**src/rtl/hazard_stall_unit.sv**
```systemverilog
//-----------------------------------------------------------------------------
// hazard_stall_unit
//
// Pipeline hazard and stall controller for a classic 5-stage in-order core.
// It detects load-use hazards between IF/ID and ID/EX and handles taken-branch
// flushes. Optionally it holds the front end while a multi-cycle mult/div
// occupies EX. It also keeps a saturating count of front-end stall cycles.
//
// Optional feature: define MULDIV_STALL_EN to compile in the MD_BUSY state,
// its down-counter and the muldiv_done pulse. Without it, muldiv_start is
// ignored, the FSM stays in RUN and muldiv_done is tied low.
//
// Parameters
//   MULDIV_CYCLES  EX occupancy of a mult/div in cycles (2..255)
//
// Ports
//   clk           in   clock, all state updates on the rising edge
//   rst           in   asynchronous active-high reset
//   rs_id, rt_id  in   source registers of the IF/ID instruction
//   rt_ex         in   destination register of the load in ID/EX
//   mem_read_ex   in   ID/EX instruction is a load
//   branch_taken  in   branch resolved taken in EX this cycle
//   muldiv_start  in   mult/div entered EX this cycle
//   pc_write      out  PC update enable
//   ifid_write    out  IF/ID load enable
//   ifid_flush    out  zero the IF/ID register
//   idex_bubble   out  zero the control fields entering ID/EX
//   muldiv_done   out  one-cycle pulse on the first RUN cycle after MD_BUSY
//   stall_cycles  out  saturating count of cycles with pc_write low
//-----------------------------------------------------------------------------
`timescale 1ns/1ps

module hazard_stall_unit #(
    parameter int unsigned MULDIV_CYCLES = 8
) (
    input  logic        clk,
    input  logic        rst,
    input  logic [4:0]  rs_id,
    input  logic [4:0]  rt_id,
    input  logic [4:0]  rt_ex,
    input  logic        mem_read_ex,
    input  logic        branch_taken,
    input  logic        muldiv_start,
    output logic        pc_write,
    output logic        ifid_write,
    output logic        ifid_flush,
    output logic        idex_bubble,
    output logic        muldiv_done,
    output logic [15:0] stall_cycles
);

    typedef enum logic {
        RUN     = 1'b0,
        MD_BUSY = 1'b1
    } state_t;

`ifdef MULDIV_STALL_EN
    localparam bit MdEnable = 1'b1;
`else
    localparam bit MdEnable = 1'b0;
`endif

    state_t      state_q, state_d;
    logic [7:0]  cnt_q, cnt_d;
    logic [15:0] stall_q;
    logic        loadUse;

    // Register zero is hardwired, so a load targeting it never creates a hazard.
    assign loadUse = (state_q == RUN) && mem_read_ex && (rt_ex != 5'd0) &&
                     ((rt_ex == rs_id) || (rt_ex == rt_id));

    // Pipeline control and next state. A taken branch outranks a load-use
    // hazard because the stalled instruction is squashed anyway. The counter
    // is loaded with MULDIV_CYCLES-2 because the start cycle itself is spent
    // in RUN, and the count of 0 is still a busy cycle.
    always_comb begin
        pc_write    = 1'b1;
        ifid_write  = 1'b1;
        ifid_flush  = 1'b0;
        idex_bubble = 1'b0;
        state_d     = state_q;
        cnt_d       = cnt_q;
        case (state_q)
            RUN: begin
                if (branch_taken) begin
                    ifid_flush  = 1'b1;
                    idex_bubble = 1'b1;
                end else if (loadUse) begin
                    pc_write    = 1'b0;
                    ifid_write  = 1'b0;
                    idex_bubble = 1'b1;
                end else if (MdEnable && muldiv_start) begin
                    state_d = MD_BUSY;
                    cnt_d   = 8'(MULDIV_CYCLES - 2);
                end
            end
            MD_BUSY: begin
                pc_write    = 1'b0;
                ifid_write  = 1'b0;
                idex_bubble = 1'b1;
                if (cnt_q == 8'd0) begin
                    state_d = RUN;
                end else begin
                    cnt_d = cnt_q - 8'd1;
                end
            end
            default: begin
                state_d = RUN;
            end
        endcase
    end

    // State register.
    always_ff @(posedge clk or posedge rst) begin
        if (rst) begin
            state_q <= RUN;
        end else begin
            state_q <= state_d;
        end
    end

`ifdef MULDIV_STALL_EN
    logic done_q;

    // Busy counter and the completion pulse, which fires on the cycle after
    // the last busy cycle, i.e. the first cycle back in RUN.
    always_ff @(posedge clk or posedge rst) begin
        if (rst) begin
            cnt_q  <= 8'd0;
            done_q <= 1'b0;
        end else begin
            cnt_q  <= cnt_d;
            done_q <= (state_q == MD_BUSY) && (cnt_q == 8'd0);
        end
    end

    assign muldiv_done = done_q;
`else
    logic unusedBits;

    assign cnt_q       = 8'd0;
    assign muldiv_done = 1'b0;
    assign unusedBits  = ^cnt_d;
`endif

    // Stall counter sticks at all-ones instead of wrapping.
    always_ff @(posedge clk or posedge rst) begin
        if (rst) begin
            stall_q <= 16'd0;
        end else if (!pc_write && (stall_q != 16'hFFFF)) begin
            stall_q <= stall_q + 16'd1;
        end
    end

    assign stall_cycles = stall_q;

endmodule

```
**config.mk**
```make
export PLATFORM = sky130hd
export DESIGN_NAME = hazard_stall_unit
export DESIGN_NICKNAME = d
export VERILOG_FILES = /design/src/rtl/hazard_stall_unit.sv
export SDC_FILE = /design/constraint.sdc
export NUM_CORES = 1
export LEC_CHECK = 0
export ABC_AREA = 0
export CAP_MARGIN = 30
export CORE_MARGIN = 4
export CORE_UTILIZATION = 39
export CTS_BUF_LIST = sky130_fd_sc_hd__clkbuf_2 sky130_fd_sc_hd__clkbuf_4 sky130_fd_sc_hd__clkbuf_8
export DETAILED_ROUTE_END_ITERATION = 6
export GPL_ROUTABILITY_DRIVEN = 0
export HOLD_SLACK_MARGIN = 0.08
export PLACE_DENSITY = 0.82
export SYNTH_ARGS = -nofsm -noshare
export SYNTH_HDL_FRONTEND = slang
export SYNTH_SLANG_ARGS = --single-unit
```
**constraint.sdc**
```tcl
create_clock -name clk -period 1.7 [get_ports clk]
set_input_delay 0.17 -clock clk [delete_from_list [all_inputs] [get_ports clk]]
set_output_delay 0.17 -clock clk [all_outputs]
set_load 0.05 [all_outputs]
```
==> run metrics <==
vias in the first global route 1,018; gr usage total 17.3%; FF+latch count, synth 16; final hold vios 0; # DRC 0; Post-Route Skew 9.10 ps; antenna cells 0; via-per-instance ratio 4.95; Die ar. 3310 sq um; crit path DAT 2010 ps; Area growth syn-to-layout 90.5%; RR Startpoint stall_cycles[1]; relative slew slack 58.1%; initial antenna violation count 0; H-Tree Depth 1; DIE WIDTH 57.5 um; Ports 41; # fillers 141; worst-margin pin slew 628 ps; crit start category flip-flop; first-pass GRT wire length 4.46 mm; Root Buffer clkbuf_4; pwr dens 639 nW/um^2; Tcrit/Tclk final 107%; max FFs per register 16; syn_area_per_cell 10.4 sq um; core footprint 2280 sq um; FFs w/ async S/R, synth 100%; Final Cell Area 1820 sq um; final hold slack 242 ps; Die Y 57.5 um; final setup fails 12; Initial Util 42.1%; mapped cell area 957 sq um; RSZ-0062 raised after global routing yes; CP Launch Point stall_cycles[1]; CTS tree done; Tmin final 1820 ps; DRT Pass-1 Iters 5; post-synthesis sequential area ratio 41.8%; worst slack at placement -378 ps; Syn Inst Count 92; share of layout cells above drive strength 1 58.9%; WL per Instance 15.2 um; total wire length 2.98 mm; HPWL Detailed 1.95 mm; failing checks setup timing; row count 17; CP endpoint stall_cycles[5]; global route total overflow 0; HP Class in -> async; WS Path Type reg -> reg; Layout Cells excl Fill 196; Clock transition at path regs 100 ps; deepest clock path buffer count 2; cells on worst reg2reg path 8; CTS sink cnt 16; final count of pins violating max slew 0; area of placed instances 1570 sq um; status finished, violations left; Leak 0.970 nW; clock latency on the worst-skew pair 300 ps; CTS Buf Count 3; Post-Synthesis Net Count 113; Initial DRC Count 14; required time of the critical path 1900 ps; Worst setup EP type flip-flop; EDFF count, synth 0; maximum VDD drop 0.000580 V; dpl cells 181; Peak Freq 550 MHz; library cells used by synthesis 25; port bufs 38; ys flop type dfrtp_1; Nets 190; Syn. warnings 0; flop2flop setup slack -120 ps; R2R Path End stall_cycles[5]; crit path setup slack, layout -117 ps; routed via count 970; max cap viols 0; overall power 0.00116 W; largest net degree at the start of global routing 17; antenna-violating nets left 0; CP Max Fanout 3
[cell type report]
| class | count | area (sq um) | area share (%) |
|---|---|---|---|
| well taps | 28 | 35.0 | 1.92 |
| multi-input cells | 68 | 641 | 35.1 |
| flip-flops and latches | 16 | 413 | 22.6 |
| repair buffers | 76 | 683 | 37.5 |
| inverters | 4 | 15.0 | 0.824 |
| clock buffers | 4 | 36.3 | 1.99 |
[where the power goes]
group / leakage [nW] / total (W) / switching [W] / internal [W]
logic: 0.744 / 0.000468 / 0.000242 / 0.000226
clock network: 0.0210 / 0.000259 / 0.000128 / 0.000131
registers: 0.205 / 0.000437 / 0.0000267 / 0.000411
[placed cells by master, fill, tap and decap left out, types with 3 or more instances in the layout]
cell	count
nand3_1	5
nand4_1	5
xnor2_2	4
dfrtp_2	10
clkdlybuf4s50_1	3
dlygate4sd2_1	6
buf_6	6
dlymetal6s2s_1	5
inv_1	4
buf_4	48
nand2_1	3
dfrtp_1	6
xnor2_1	10
xor2_1	11
and3_1	3
clkbuf_4	3
buf_12	4
[worst min path at each step]
stage	endpoint
after global routing	stall_cycles[9]
final	stall_cycles[15]
after global placement	stall_cycles[11]
after floorplan	stall_cycles[11]
after detailed placement	stall_cycles[11]
after CTS	stall_cycles[15]
[cell families (layout without fill, tap and decap cells)]
kind of cell               after synthesis  after routing  share of synthesized area, %
buffers and inverters                    8             84                          5.10
adders and majority gates                1              1                          1.31
xor gates and xnor gates                25             25                          22.9
other                                    1              1                         0.392
muxes                                    1              1                          1.57
DFF                                     16             16                          41.8
and+or+nand+nor                         38             38                          23.3
AOI/OAI and AO/OA                        2              2                          3.66
[routing by layer]
metal | part of all wire [%] | GRT usage, % | up-vias | wire length (um)
li1 | - | - | 465 | -
met1 | 39 | 19.9 | 457 | 1150
met2 | 52 | 29.8 | 41 | 1560
met3 | 7.2 | 5.20 | 7 | 216
met4 | 1.6 | 6.62 | 0 | 48
met5 | 0 | 0 | - | 0
[cells in the mapped netlist, types with 3 or more instances]
cell type | instances | share of area [%]
dfrtp_1 | 16 | 42
nand2_1 | 7 | 2.7
xor2_1 | 11 | 10
buf_4 | 3 | 2.4
nand4_1 | 5 | 3.3
nor3_1 | 3 | 1.6
and3_1 | 3 | 2.0
nor2_1 | 4 | 1.6
inv_1 | 4 | 1.6
nand3_1 | 8 | 4.2
xnor2_1 | 14 | 13
[metrics by stage]
| step | TNS (ps) | utilization (%) |
|---|---|---|
| floorplan | -1220 | - |
| CTS | -399 | 74.7 |
| global route | -1700 | 80.1 |
| global placement | -5100 | 69.0 |
| detailed placement | -5640 | 69.0 |
| finish | -856 | 80.1 |
[critical path, stage by stage, from the launching register on]
cell and delay (ps):
dfrtp_2 440, ha_4 170, nand2_2 60, or2_4 130
o311ai_4 110, buf_4 180, nor4_4 350, nand3_1 140
xnor2_1 150
[what timing repair did]
| item | CTS | global route |
|---|---|---|
| cloned | 0 | 0 |
| setup buffers | 8 | 3 |
| endpoints found under the setup margin | 14 | 19 |
| pin swaps | 10 | 16 |
| gates resized for setup | 20 | 30 |
| hold buffers | 0 | 0 |
(Power assumes the default switching activity.)
